==> src/rtl/key_sched_pkg.sv <==
// Shared constants and state type for the round-key scheduling controller.
package key_sched_pkg;

    localparam int KEY_W      = 128;
    localparam int NR_DEFAULT = 32;

    typedef enum logic {
        IDLE = 1'b0,
        RUN  = 1'b1
    } state_t;

endpackage

==> src/rtl/key_update.sv <==
// Fixed bit permutation that derives the next round key from the current one.
// Pure wiring, no arithmetic: {k[19:0], k[127:36], k[20], k[35:21]}.
module key_update
    import key_sched_pkg::*;
(
    input  logic [KEY_W-1:0] k,
    output logic [KEY_W-1:0] k_next
);

    // Rotate the low 20 bits to the top and swap bit 20 ahead of bits 35:21.
    always_comb begin
        k_next = {k[19:0], k[127:36], k[20], k[35:21]};
    end

endmodule

==> src/rtl/key_sched_ctrl.sv <==
// Round-key sequencer: accepts a master key, then streams NR round keys
// (round 0 is the master key itself) over a valid/ready handshake.
//
// state | meaning
// ------+-------------------------------------------------------------
// IDLE  | waiting for a master key; key_ready=1, rk/rk_round hold last
// RUN   | presenting round key rk_round; advances on each handshake
module key_sched_ctrl
    import key_sched_pkg::*;
#(
    parameter int NR = NR_DEFAULT,
    parameter int RW = $clog2(NR)
)(
    input  logic             clk,
    input  logic             rst,
    input  logic [KEY_W-1:0] key_in,
    input  logic             key_valid,
    output logic             key_ready,
    input  logic             abort,
    output logic [KEY_W-1:0] rk,
    output logic [RW-1:0]    rk_round,
    output logic             rk_valid,
    input  logic             rk_ready,
    output logic             busy,
    output logic             done
);

    localparam logic [RW-1:0] LAST_ROUND = RW'(NR - 1);

    state_t           state_q, state_d;
    logic [KEY_W-1:0] key_q, key_d, key_nxt;
    logic [RW-1:0]    round_q, round_d;
    logic             done_d;
    logic             rk_valid_q, busy_q, done_q;

    key_update u_key_update (
        .k      (key_q),
        .k_next (key_nxt)
    );

    // Next-state, key register and round counter decisions; abort wins over
    // any handshake or key offer in the same cycle.
    always_comb begin
        state_d = state_q;
        key_d   = key_q;
        round_d = round_q;
        done_d  = 1'b0;
        case (state_q)
            IDLE: begin
                if (key_valid && !abort) begin
                    state_d = RUN;
                    key_d   = key_in;
                    round_d = '0;
                end
            end
            RUN: begin
                if (abort) begin
                    state_d = IDLE;
                end else if (rk_ready) begin
                    if (round_q == LAST_ROUND) begin
                        state_d = IDLE;
                        done_d  = 1'b1;
                    end else begin
                        key_d   = key_nxt;
                        round_d = round_q + RW'(1);
                    end
                end
            end
            default: state_d = IDLE;
        endcase
    end

    // State and registered outputs; reset has priority over everything.
    always_ff @(posedge clk) begin
        if (rst) begin
            state_q    <= IDLE;
            key_q      <= '0;
            round_q    <= '0;
            rk_valid_q <= 1'b0;
            busy_q     <= 1'b0;
            done_q     <= 1'b0;
        end else begin
            state_q    <= state_d;
            key_q      <= key_d;
            round_q    <= round_d;
            rk_valid_q <= (state_d == RUN);
            busy_q     <= (state_d == RUN);
            done_q     <= done_d;
        end
    end

    assign key_ready = (state_q == IDLE);
    assign rk        = key_q;
    assign rk_round  = round_q;
    assign rk_valid  = rk_valid_q;
    assign busy      = busy_q;
    assign done      = done_q;

endmodule

==> config.mk <==
export PLATFORM = sky130hd
export DESIGN_NAME = key_sched_ctrl
export DESIGN_NICKNAME = d
export VERILOG_FILES = /design/src/rtl/key_sched_pkg.sv /design/src/rtl/key_update.sv /design/src/rtl/key_sched_ctrl.sv
export SDC_FILE = /design/constraint.sdc
export NUM_CORES = 1
export LEC_CHECK = 0
export BUFFER_PORTS_ARGS = -buffer_cell sky130_fd_sc_hd__buf_2
export CORE_UTILIZATION = 39
export CTS_CLUSTER_SIZE = 16
export DETAILED_ROUTE_END_ITERATION = 10
export PLACE_DENSITY = 0.79
export SLEW_MARGIN = 0
export SYNTH_ARGS = -nofsm -noshare
export SYNTH_HDL_FRONTEND = slang
export SYNTH_HIERARCHICAL = 1
export SYNTH_SLANG_ARGS = --single-unit
==> constraint.sdc <==
create_clock -name clk -period 2 [get_ports clk]
set_clock_uncertainty 0.15 [all_clocks]
set_input_delay 0.4 -clock clk [delete_from_list [all_inputs] [get_ports clk]]
set_output_delay 0.4 -clock clk [all_outputs]
set_load 0.005 [all_outputs]
# Word-level counts from Yosys, hierarchy flattened
# Index checks and enable logic that the tools add are counted.
dict set report word_totals {
  output_inout_bits 137
  input_bits 133
  ff_bits 135
  elab_cells 32
}
dict set report op_classes {
  add_sub_neg 1
  n_reduce_logical 4
  n_eq_ne 5
  bitwise_logic 2
  muxes 16
}
# cell n
set ops {}
lappend ops {{$mux 128} 4}
lappend ops {{$pmux 128 s2} 1}
lappend ops {{$mux 5} 4}
lappend ops {{$pmux 5 s2} 1}
lappend ops {{$ne 2x2->1 const B} 3}
lappend ops {{$add 5x1->5 const B} 1}
lappend ops {{$eq 5x5->1 const B} 1}
lappend ops {{$mux 1} 5}
lappend ops {{$reduce_and 4->1} 1}
lappend ops {{$reduce_or 4->1} 1}
lappend ops {{$ne 2x1->1 const B} 1}
lappend ops {{$not 1->1} 2}
lappend ops {{$pmux 1 s2} 1}
lappend ops {{$logic_and 1x1->1} 1}
lappend ops {{$logic_not 1->1} 1}

# Depth between registers and ports, before layout
dict set report depth {
  ltp_word 5
  mapped_depth 9
  ltp_nobuf 6
}

# By module
# The synthesis kept the hierarchy.
# module seq_area_each_um2 area_each_um2 cells_per_inst n_inst
set modules_own_cells {}
lappend modules_own_cells {key_sched_ctrl 2702.6 6371.1 622 1}
lappend modules_own_cells {key_update 0.0 960.9 128 1}

# Least setup slack after synthesis
# OpenSTA, ideal clock, no wires.
dict set report synth_timing {
  path_kind {register to register}
  start {register round_q[0], in the netlist rk_round[0]}
  end {register key_q[25], in the netlist rk[25]}
  required_time_ps 1704
  path_stages_with_launch 10
  n_path_buf 3
  setup_ps 146
  arrival_ps 1760
  setup_slack_ps -56
  cell_sequence {dfxtp_1 -> ha_1 -> and3_1 -> ha_1 -> and4bb_1 -> buf_2 -> buf_4 -> buf_4 -> nor3_1 -> a211oi_2}
}
dict set report synth_via {
  elab_chain_len 3
}
# element line_no
set synth_rtl {}
lappend synth_rtl {{from (decl)} key_sched_ctrl.sv:32} ;# logic [RW-1:0] round_q, round_d;
lappend synth_rtl {{from (signal assigned)} key_sched_ctrl.sv:85} ;# round_q <= round_d;
lappend synth_rtl {{$eq 5x5->1} key_sched_ctrl.sv:60} ;# if (round_q == LAST_ROUND) begin
lappend synth_rtl {{$ne 2x2->1 (no line)} n/a}
lappend synth_rtl {{$reduce_and 4->1 (no line)} n/a}
lappend synth_rtl {{to (signal assigned)} key_sched_ctrl.sv:84} ;# key_q <= key_d;
lappend synth_rtl {{to (decl)} key_sched_ctrl.sv:31} ;# logic [KEY_W-1:0] key_q, key_d, key_nxt;
# Every way passes these cells.
# A chain may end at the register's enable or synchronous reset.

# Final worst setup path
dict set report layout_timing {
  start {register round_q[0], in the netlist rk_round[0]}
  end {register key_q[43], in the netlist rk[43]}
}
# The elaborated chain is that of the path after synthesis.

==> results.sh <==
export IMPL_whs_ns=0.107
export IMPL_chipWidth_um=139
export IMPL_track_usage_pct=25.6
export IMPL_status="complete, but fails checks"
export IMPL_fin_ws_ns=-0.120
export IMPL_grt_pass1_wl_um=37200
export IMPL_ys_top_cells_by_count="149 x buf_4, 135 x dfxtp_1, 131 x nor3_1"
export IMPL_ys_types=28
export IMPL_yosysMostFrequentCell="buf_4"
export IMPL_ioPinCount=270
export IMPL_fin_tns_setup_ns=-7.53
export IMPL_grt_pass1_vias=5989
export IMPL_htree_levels=4
export IMPL_path_delay_family="simple AND/OR/NAND/NOR gates"
export IMPL_hold_path_class="input pin to flip-flop"
export IMPL_synthFlopType="dfxtp_1"
export IMPL_routedWlPerCell_um=23.4
export IMPL_critPathKind="flip-flop to flip-flop"
export IMPL_slowest_stage="and4bb_4"
export IMPL_ir_worst_vdd_mv=0.603
export IMPL_fin_util_pct=52.8
export IMPL_synth_top_cell_by_area="dfxtp_1"
export IMPL_antenna_found_initial=3
export IMPL_crit_chain="ha_4 -> and3_4 -> ha_4 -> and4bb_4 -> buf_12 -> buf_12 -> buf_12 -> nor3_2 -> a211oi_2"
export IMPL_cap_violations=0
export IMPL_die_y_um=139
export IMPL_dp_hpwl_um=17300
export IMPL_drv_slew=0
export IMPL_setup_violations=131
export IMPL_cts_root_buf="clkbuf_16"
export IMPL_synth_area_leaders="dfxtp_1 37%, mux2i_1 17%, buf_4 15%"
export IMPL_synth_seq_area_share_pct=36.9
export IMPL_rows=49
export IMPL_drtIter0Drc=479
export IMPL_vias=6355
export IMPL_gp_congestion=0.873
export IMPL_cp_arrival_ns=2.30
export IMPL_pwr_share_clk_pct=43.1
export IMPL_vias_per_cell=5.59
export IMPL_cp_max_fo=6
export IMPL_finalCritPeriodShare_pct=106
export IMPL_start_util_pct=40.3
export IMPL_p_leak_nw=3.95
export IMPL_p_comb_share_pct=17.6
export IMPL_core_sq_mm=0.0182
export IMPL_area_delta_synth_final_pct=31.1
export IMPL_layout_nets=1029
export IMPL_placedCellCount=1071
export IMPL_cts_buffers=17
export IMPL_violations="DRC, setup timing"
export IMPL_cp_num_buf_inv=3
export IMPL_critPathMaxStageDelay_ns=0.35
export IMPL_drive_gt1_share_pct=49.3
export IMPL_cts_path_max_buffers=2
export IMPL_endpoint_kind="flip-flop"
export IMPL_synth_edff_count=0
export IMPL_design_die_area_sq_mm=0.0194
export IMPL_cellPowerDensity_mw_per_mm2=834
export IMPL_instances_no_fill=1136
export IMPL_switching_power_mw=2.18
export IMPL_clkLatencyLatePin_ns=0.42
export IMPL_ys_ff_latch=135
export IMPL_yosys_area_top_type_share_pct=36.9
export IMPL_cts_tree="built"
export IMPL_wirelength_um=26600
export IMPL_ant_nets=0
export IMPL_port_buffers=269
export IMPL_synth_cells=750
export IMPL_grt_max_degree=62
export IMPL_grt_ovfl_total=0
export IMPL_drcViolationCount=16
export IMPL_rsz0062_at_grt="true"
export IMPL_sw_frac_of_total_pct=27.2
export IMPL_dr_pass1_iters=9
export IMPL_required_ns=2.18
export IMPL_worstMarginPinSlew_ns=0.643
export IMPL_slew_limit_headroom_pct=57.1
export IMPL_hold_violations=0
export IMPL_cpMostUsedCell="buf_12"
export IMPL_syn_nets=885
export IMPL_cts_hold_buf=0
export IMPL_cts_sinks=135
export IMPL_max_clock_freq_mhz=472
export IMPL_netlist_area_sq_mm=0.00733
export IMPL_p_int_mw=5.84
export IMPL_p_seq_share_pct=39.2
export IMPL_path_clk_slew_ns=0.06
export IMPL_avgSynthCellArea_sq_um=9.78
export IMPL_async_reset_ff_share_pct=0
export IMPL_ys_warnings_count=6
export IMPL_cp_start_kind="flip-flop"
export IMPL_layout_min_cycle_time_ns=2.12
-- path summary, 6_finish.rpt --
path	from	endpoint	slack [ns]	cells past startpoint
max	rk_round[0]$_SDFFE_PP0P_	rk[43]$_SDFFE_PP0P_	-0.12	9
min reg2reg	rk_round[4]$_SDFFE_PP0P_	rk_round[4]$_SDFFE_PP0P_	0.40	2
min	abort	busy$_SDFF_PP0_	0.11	2
max reg2reg	rk_round[0]$_SDFFE_PP0P_	rk[43]$_SDFFE_PP0P_	-0.12	9
-- state kept, by name, summed over array words and instances (netlist names) --
signal	flops
busy	1
done	1
rk	128
rk_round	5
-- cell type report --
class                           count  area, sq um
Clock inverter                     13          201
Sequential cell                   135         2710
Multi-Input combinational cell    414         3600
Tap cell                          229          287
Fill cell                        1613         8590
Antenna cell                        1         2.50
Clock buffer                       18          439
Timing Repair Buffer              325         2370
Inverter                            1         3.75
-- through the flow --
stage               total power, mW  instance area (sq um)  setup WS [ns]
floorplan                      4.07                   7430      0.0000494
detailed placement             4.43                   8030         -0.146
CTS                            7.92                   9100        -0.0913
finish                         8.02                   9610         -0.120
global route                   8.34                   9610         -0.173
global placement               4.40                   8030        -0.0843
-- power by group through the flow --
stage,registers (mW),logic [mW],clock network (mW)
finish,3.15,1.41,3.46
global route,3.17,1.52,3.65
CTS,3.14,1.27,3.50
detailed placement,3.19,1.23,0
global placement,3.19,1.21,0
floorplan,3.12,0.958,0
-- worst reg2reg max path: stages (launching register included) --
cell	delay [ns]
dfxtp_2	0.34
ha_4	0.16
and3_4	0.18
ha_4	0.15
and4bb_4	0.35
buf_12	0.14
buf_12	0.15
buf_12	0.14
nor3_2	0.06
a211oi_2	0.22
-- routing by layer --
layer,global-route usage [%],wire (um),vias to the layer above
li1,-,-,2938
met5,0,18,-
met2,40.5,12500,302
met1,33.7,11500,3070
met3,6.42,1940,41
met4,9.42,638,4
-- cells in the final DEF (no fill, tap or decap), drive strengths merged --
cell type	n
a211oi	129
a21boi	1
a21oi	2
a311oi	1
and3	1
and4bb	1
buf	314
bufinv	5
clkbuf	29
clkinv	5
clkinvlp	1
dfxtp	135
diode	1
ha	2
inv	3
mux2	1
mux2i	128
nand2	5
nand2b	1
nand3	3
nand4bb	1
nor2	1
nor3	131
nor3b	2
o2111ai	1
o21a	1
o21ai	1
or3b	1
-- kinds of logic (layout without fill, tap and decap cells) --
kind of cell,after synthesis,count (layout),share of synthesized area [%]
compound gates,136,136,16.2
mux,129,129,17.6
other cells,0,1,0
flops,135,135,36.9
fa+ha+maj,2,2,0.341
buf+inv,203,357,18.6
simple gates,145,147,10.4
-- timing repair --
| item | in CTS | in global routing |
|---|---|---|
| endpoints found under the setup margin | 131 | 132 |
| setup buffers | 12 | 2 |
| pin swaps | 36 | 40 |
| gates resized for setup | 33 | 43 |
| cloned | 6 | 16 |
Power figures use the tool's default switching activity.
